===== src/rtl/door_latch_ctrl.sv =====
// door_latch_ctrl
// Door latch controller. A rising edge on unlock releases the latch for a
// bounded window; opening the door inside that window moves to OPENED, and a
// door left open too long raises the alarm. Closing the door always relocks.
//
// Parameters:
//   OPEN_CYCLES  cycles the latch stays released waiting for the door (2..255)
//   AJAR_LIMIT   cycles the door may stay open before the alarm (2..255)
//
// Ports:
//   clk            single clock, rising edge
//   reset          asynchronous, active-high reset
//   unlock         level from the code-sequence detector; only its rise counts
//   door_open      door sensor, synchronous to clk; 1 = open
//   latch_release  latch solenoid drive; 1 = released
//   alarm          1 = alarm active
//   state          state code: 00 LOCKED, 01 RELEASED, 10 OPENED, 11 ALARM
//
// Build option:
//   FORCED_ENTRY_EN  when defined, the door opening while LOCKED (without a
//                    same-cycle unlock rise) goes straight to ALARM.

module door_latch_ctrl #(
  parameter int unsigned OPEN_CYCLES = 8,
  parameter int unsigned AJAR_LIMIT  = 16
) (
  input  logic       clk,
  input  logic       reset,
  input  logic       unlock,
  input  logic       door_open,
  output logic       latch_release,
  output logic       alarm,
  output logic [1:0] state
);

  localparam int unsigned CNT_W = 8;

  typedef enum logic [1:0] {
    LOCKED   = 2'b00,
    RELEASED = 2'b01,
    OPENED   = 2'b10,
    ALARM    = 2'b11
  } state_t;

  localparam logic [CNT_W-1:0] OPEN_LAST = CNT_W'(OPEN_CYCLES - 1);
  localparam logic [CNT_W-1:0] AJAR_LAST = CNT_W'(AJAR_LIMIT - 1);

  state_t           state_q;
  state_t           state_nxt;
  logic [CNT_W-1:0] cnt;
  logic             unlock_q;
  logic             unlock_rise;

  // Edge detect: a held unlock level must never re-release the latch.
  assign unlock_rise = unlock & ~unlock_q;

  // Next-state function of the Moore machine.
  function automatic state_t next_state(
    input state_t           cur,
    input logic             rise,
    input logic             door,
    input logic [CNT_W-1:0] count
  );
    state_t nxt;
    nxt = cur;
    case (cur)
      LOCKED: begin
        if (rise) begin
          nxt = RELEASED;
        end
`ifdef FORCED_ENTRY_EN
        else if (door) begin
          // Door opened without a valid code: forced entry.
          nxt = ALARM;
        end
`endif
      end
      RELEASED: begin
        // Door opening wins over the release window expiring.
        if (door) begin
          nxt = OPENED;
        end else if (count == OPEN_LAST) begin
          nxt = LOCKED;
        end
      end
      OPENED: begin
        // A close in the limit cycle relocks rather than alarming.
        if (!door) begin
          nxt = LOCKED;
        end else if (count == AJAR_LAST) begin
          nxt = ALARM;
        end
      end
      ALARM: begin
        if (!door) begin
          nxt = LOCKED;
        end
      end
      default: nxt = LOCKED;
    endcase
    return nxt;
  endfunction

  assign state_nxt = next_state(state_q, unlock_rise, door_open, cnt);

  // State, dwell counter, unlock history and registered Moore outputs.
  always_ff @(posedge clk or posedge reset) begin
    if (reset) begin
      state_q       <= LOCKED;
      cnt           <= '0;
      unlock_q      <= 1'b0;
      latch_release <= 1'b0;
      alarm         <= 1'b0;
    end else begin
      unlock_q      <= unlock;
      state_q       <= state_nxt;
      // Counter measures time spent in the current state.
      if (state_nxt != state_q) begin
        cnt <= '0;
      end else begin
        cnt <= cnt + CNT_W'(1);
      end
      // Outputs load the decode of the state being entered, so they always
      // equal a decode of state_q and never depend on inputs after the edge.
      latch_release <= (state_nxt == RELEASED);
      alarm         <= (state_nxt == ALARM);
    end
  end

  assign state = state_q;

endmodule


===== config.mk =====
export PLATFORM = sky130hd
export DESIGN_NAME = door_latch_ctrl
export DESIGN_NICKNAME = d
export VERILOG_FILES = /design/src/rtl/door_latch_ctrl.sv
export SDC_FILE = /design/constraint.sdc
export NUM_CORES = 1
export LEC_CHECK = 0
export CAP_MARGIN = 15
export CORE_MARGIN = 10
export CORE_UTILIZATION = 39
export CTS_CLUSTER_SIZE = 10
export DETAILED_ROUTE_END_ITERATION = 10
export SYNTH_ARGS = -nofsm -noshare
export SYNTH_HDL_FRONTEND = slang
export SYNTH_SLANG_ARGS = --single-unit

===== constraint.sdc =====
create_clock -name clk -period 3.4 [get_ports clk]
set_clock_uncertainty 0.1 [all_clocks]
set_input_delay 0.68 -clock clk [delete_from_list [all_inputs] [get_ports clk]]
set_output_delay 0.68 -clock clk [all_outputs]
set_load 0.005 [all_outputs]

==> impl_metrics.env <==
export IMPL_status="completed"
export IMPL_leakage_nw=0.335
export IMPL_start_util=0.434
export IMPL_post_route_util=0.520
export IMPL_ys_warn_count=0
export IMPL_power_share_clock=0.228
export IMPL_required_ns=2.62
export IMPL_hold_class="reg -> reg"
export IMPL_grtUsageMet3=0.0429
export IMPL_path_clk_slew_ns=0.08
export IMPL_syn_nets=57
export IMPL_worstPathCellList="clkdlybuf4s50_1"
export IMPL_cts_tree="built"
export IMPL_tns_ns=0
export IMPL_overflow=0
export IMPL_ir_drop_mv=0.329
export IMPL_hold_viol=0
export IMPL_r2r_start="cnt[5]"
export IMPL_startpoint_type="flip-flop"
export IMPL_cpLargestDelayFamily="buffers and inverters"
export IMPL_io_pins=8
export IMPL_yosysUniqueCellTypes=20
export IMPL_busiest_layer="met2"
export IMPL_grt_pass1_wl_mm=1.75
export IMPL_port_buffers=7
export IMPL_numCtsBuffers=3
export IMPL_diodes=0
export IMPL_seqPwrFrac=0.527
export IMPL_crit_arrival_ns=1.26
export IMPL_min_to="cnt[0]"
export IMPL_vias=384
export IMPL_num_rows=13
export IMPL_worstHoldStart="cnt[0]"
export IMPL_wl_per_cell_um=12.4
export IMPL_r2r_setup_slack_ns=1.58
export IMPL_post_dp_hpwl_um=728
export IMPL_max_cap_violations=0
export IMPL_powerDensity_mw_per_mm2=584
export IMPL_die_x_um=58.8
export IMPL_core_mm2=0.00135
export IMPL_die_h_um=58.8
export IMPL_slew_violations=0
export IMPL_relSlewSlack=0.670
export IMPL_die_area_mm2=0.00345
export IMPL_hold_buffers=0
export IMPL_cts_post_setup_buffers_inserted=0
export IMPL_grt_max_degree=14
export IMPL_syn_cell_area_um2=586
export IMPL_fillers=124
export IMPL_critical_path_slowest_cell="clkdlybuf4s50_1"
export IMPL_hold_depth=1
export IMPL_pwr_share_comb=0.245
export IMPL_synth_cells=52
export IMPL_postSynthAreaPerCell_um2=11.3
export IMPL_antenna_found_initial=0
export IMPL_critPathMaxFanout=7
export IMPL_synth_seq_cells=13
export IMPL_area_growth_pct=19.9
export IMPL_clock_sinks=13
export IMPL_switching_share=0.310
export IMPL_grt_pass1_vias=398
export IMPL_path_depth=1
export IMPL_final_area_um2=702
export IMPL_async_reset_ff_frac=1.00
export IMPL_dpl_cell_area_um2=674
export IMPL_clock_path_buffers=2
export IMPL_cts_resized=0
export IMPL_global_route_usage_met1=0.0789
export IMPL_fmax_mhz=490
export IMPL_cts_root_buf="clkbuf_4"
export IMPL_clkLatencyLatePin_ns=0.27
export IMPL_cp_slowest_stage_delay_ns=0.54
export IMPL_dpl_worst_slack_ns=1.33
export IMPL_drc=0
export IMPL_worstSetupPathType="reg -> out"
export IMPL_critPathBufInv=1
export IMPL_ctsHtreeMaxLevel=1
export IMPL_fin_ws_ns=1.36
export IMPL_routed_wl_um=969
export IMPL_rr_endpoint="cnt[4]"
export IMPL_power_switching_uw=127
export IMPL_first_pass_iters=4
export IMPL_finalCriticalPeriod_ns=2.04
export IMPL_use_met2=0.0901
export IMPL_synth_edf_count=0
export IMPL_track_usage=0.0649
export IMPL_rsz0062_at_grt="false"
export IMPL_first_iter_violations=15
export IMPL_ant_nets=0
export IMPL_nets=69
export IMPL_drive_above_1_share=0.127
export IMPL_power_report_internal_total_uw=283
export IMPL_tightest_slew_ns=0.495
export IMPL_synth_seq_area_share=0.556
export IMPL_period_share=0.600
export IMPL_finalSetupViolCount=0
export IMPL_place_congestion=0.705
export IMPL_vias_per_cell=4.92
export IMPL_worst_r2r_path_depth=4
export IMPL_cp_end_kind="output port"
export IMPL_synth_ff_type="dfrtp_1"
## cells in the mapped netlist (2+ instances only)
master	number	area share
xor2_1	3	0.045
nand3_1	2	0.017
nor2b_1	2	0.021
xnor2_1	3	0.045
nand2_1	3	0.019
dfrtp_1	13	0.56
nor2_1	11	0.071
inv_1	3	0.019
## final cells by class
cell class | count | area [um2] | area share
clock buffer | 3 | 22.5 | 0.0321
clock inverter | 1 | 5.00 | 0.00713
sequential | 13 | 325 | 0.463
multi-input combinational | 36 | 249 | 0.355
timing repair buffer | 7 | 70.1 | 0.0998
inverter | 3 | 11.3 | 0.0160
tap | 15 | 18.8 | 0.0267
## state kept, by name, summed over array words and instances (netlist names)
name / count
unlock_q: 1
cnt: 8
state: 2
latch_release: 1
alarm: 1
## kinds of logic after synthesis
logic type | share of synthesized area
simple gates | 0.209
buf+inv | 0.0192
compound gates | 0.105
fa+ha+maj | 0.0214
xor+xnor | 0.0898
flops | 0.556
## power groups by stage
stage	clock network (mW)	logic [mW]	registers, mW
after floorplan	0	0.0666	0.214
after global placement	0	0.102	0.219
after detailed placement	0	0.103	0.219
final	0.0934	0.100	0.216
after CTS	0.0986	0.103	0.216
after global routing	0.103	0.115	0.224
## per-stage QoR
step | hold slack [ns] | power (mW) | instances
6_report | 0.391 | 0.410 | 78
5_1_grt | 0.437 | 0.442 | 78
4_1_cts | 0.391 | 0.418 | 78
3_5_place_dp | 0.380 | 0.322 | 74
3_3_place_gp | 0.375 | 0.321 | 74
2_1_floorplan | 0.348 | 0.280 | 52
## worst register-to-register path, stage by stage, from the launching register on
cell and delay, ns:
dfrtp_1 0.42, or4_4 0.57, o31ai_4 0.26, a221o_2 0.28, nor2_1 0.07
## cell usage in the layout (no fill, tap or decap), drive strengths merged, types with 2 or more instances in the layout
cell | netlist | routed
dfrtp | 13 | 13
nor2b | 2 | 2
xnor2 | 3 | 3
nand2 | 3 | 3
xor2 | 3 | 3
inv | 3 | 3
clkdlybuf4s50 | 0 | 7
clkbuf | 0 | 3
nand3 | 2 | 2
o31ai | 2 | 2
nor2 | 11 | 11
## how the worst max path moves through the flow
stage	start	endpoint	slack [ns]
finish	state[0]	state[0]	1.36
CTS	state[0]	state[0]	1.33
global placement	door_open	cnt[6]	1.33
detailed placement	door_open	cnt[7]	1.33
floorplan	cnt[5]	cnt[2]	1.69
global route	state[1]	state[1]	1.28
## per-layer routing
| metal | vias up | routed length [um] | part of all wire |
|---|---|---|---|
| li1 | 200 | - | - |
| met1 | 174 | 480 | 0.50 |
| met2 | 8 | 413 | 0.43 |
| met3 | 2 | 62 | 0.064 |
| met4 | 0 | 13 | 0.013 |
| met5 | - | 0 | 0 |
(Power assumes the default switching activity.)
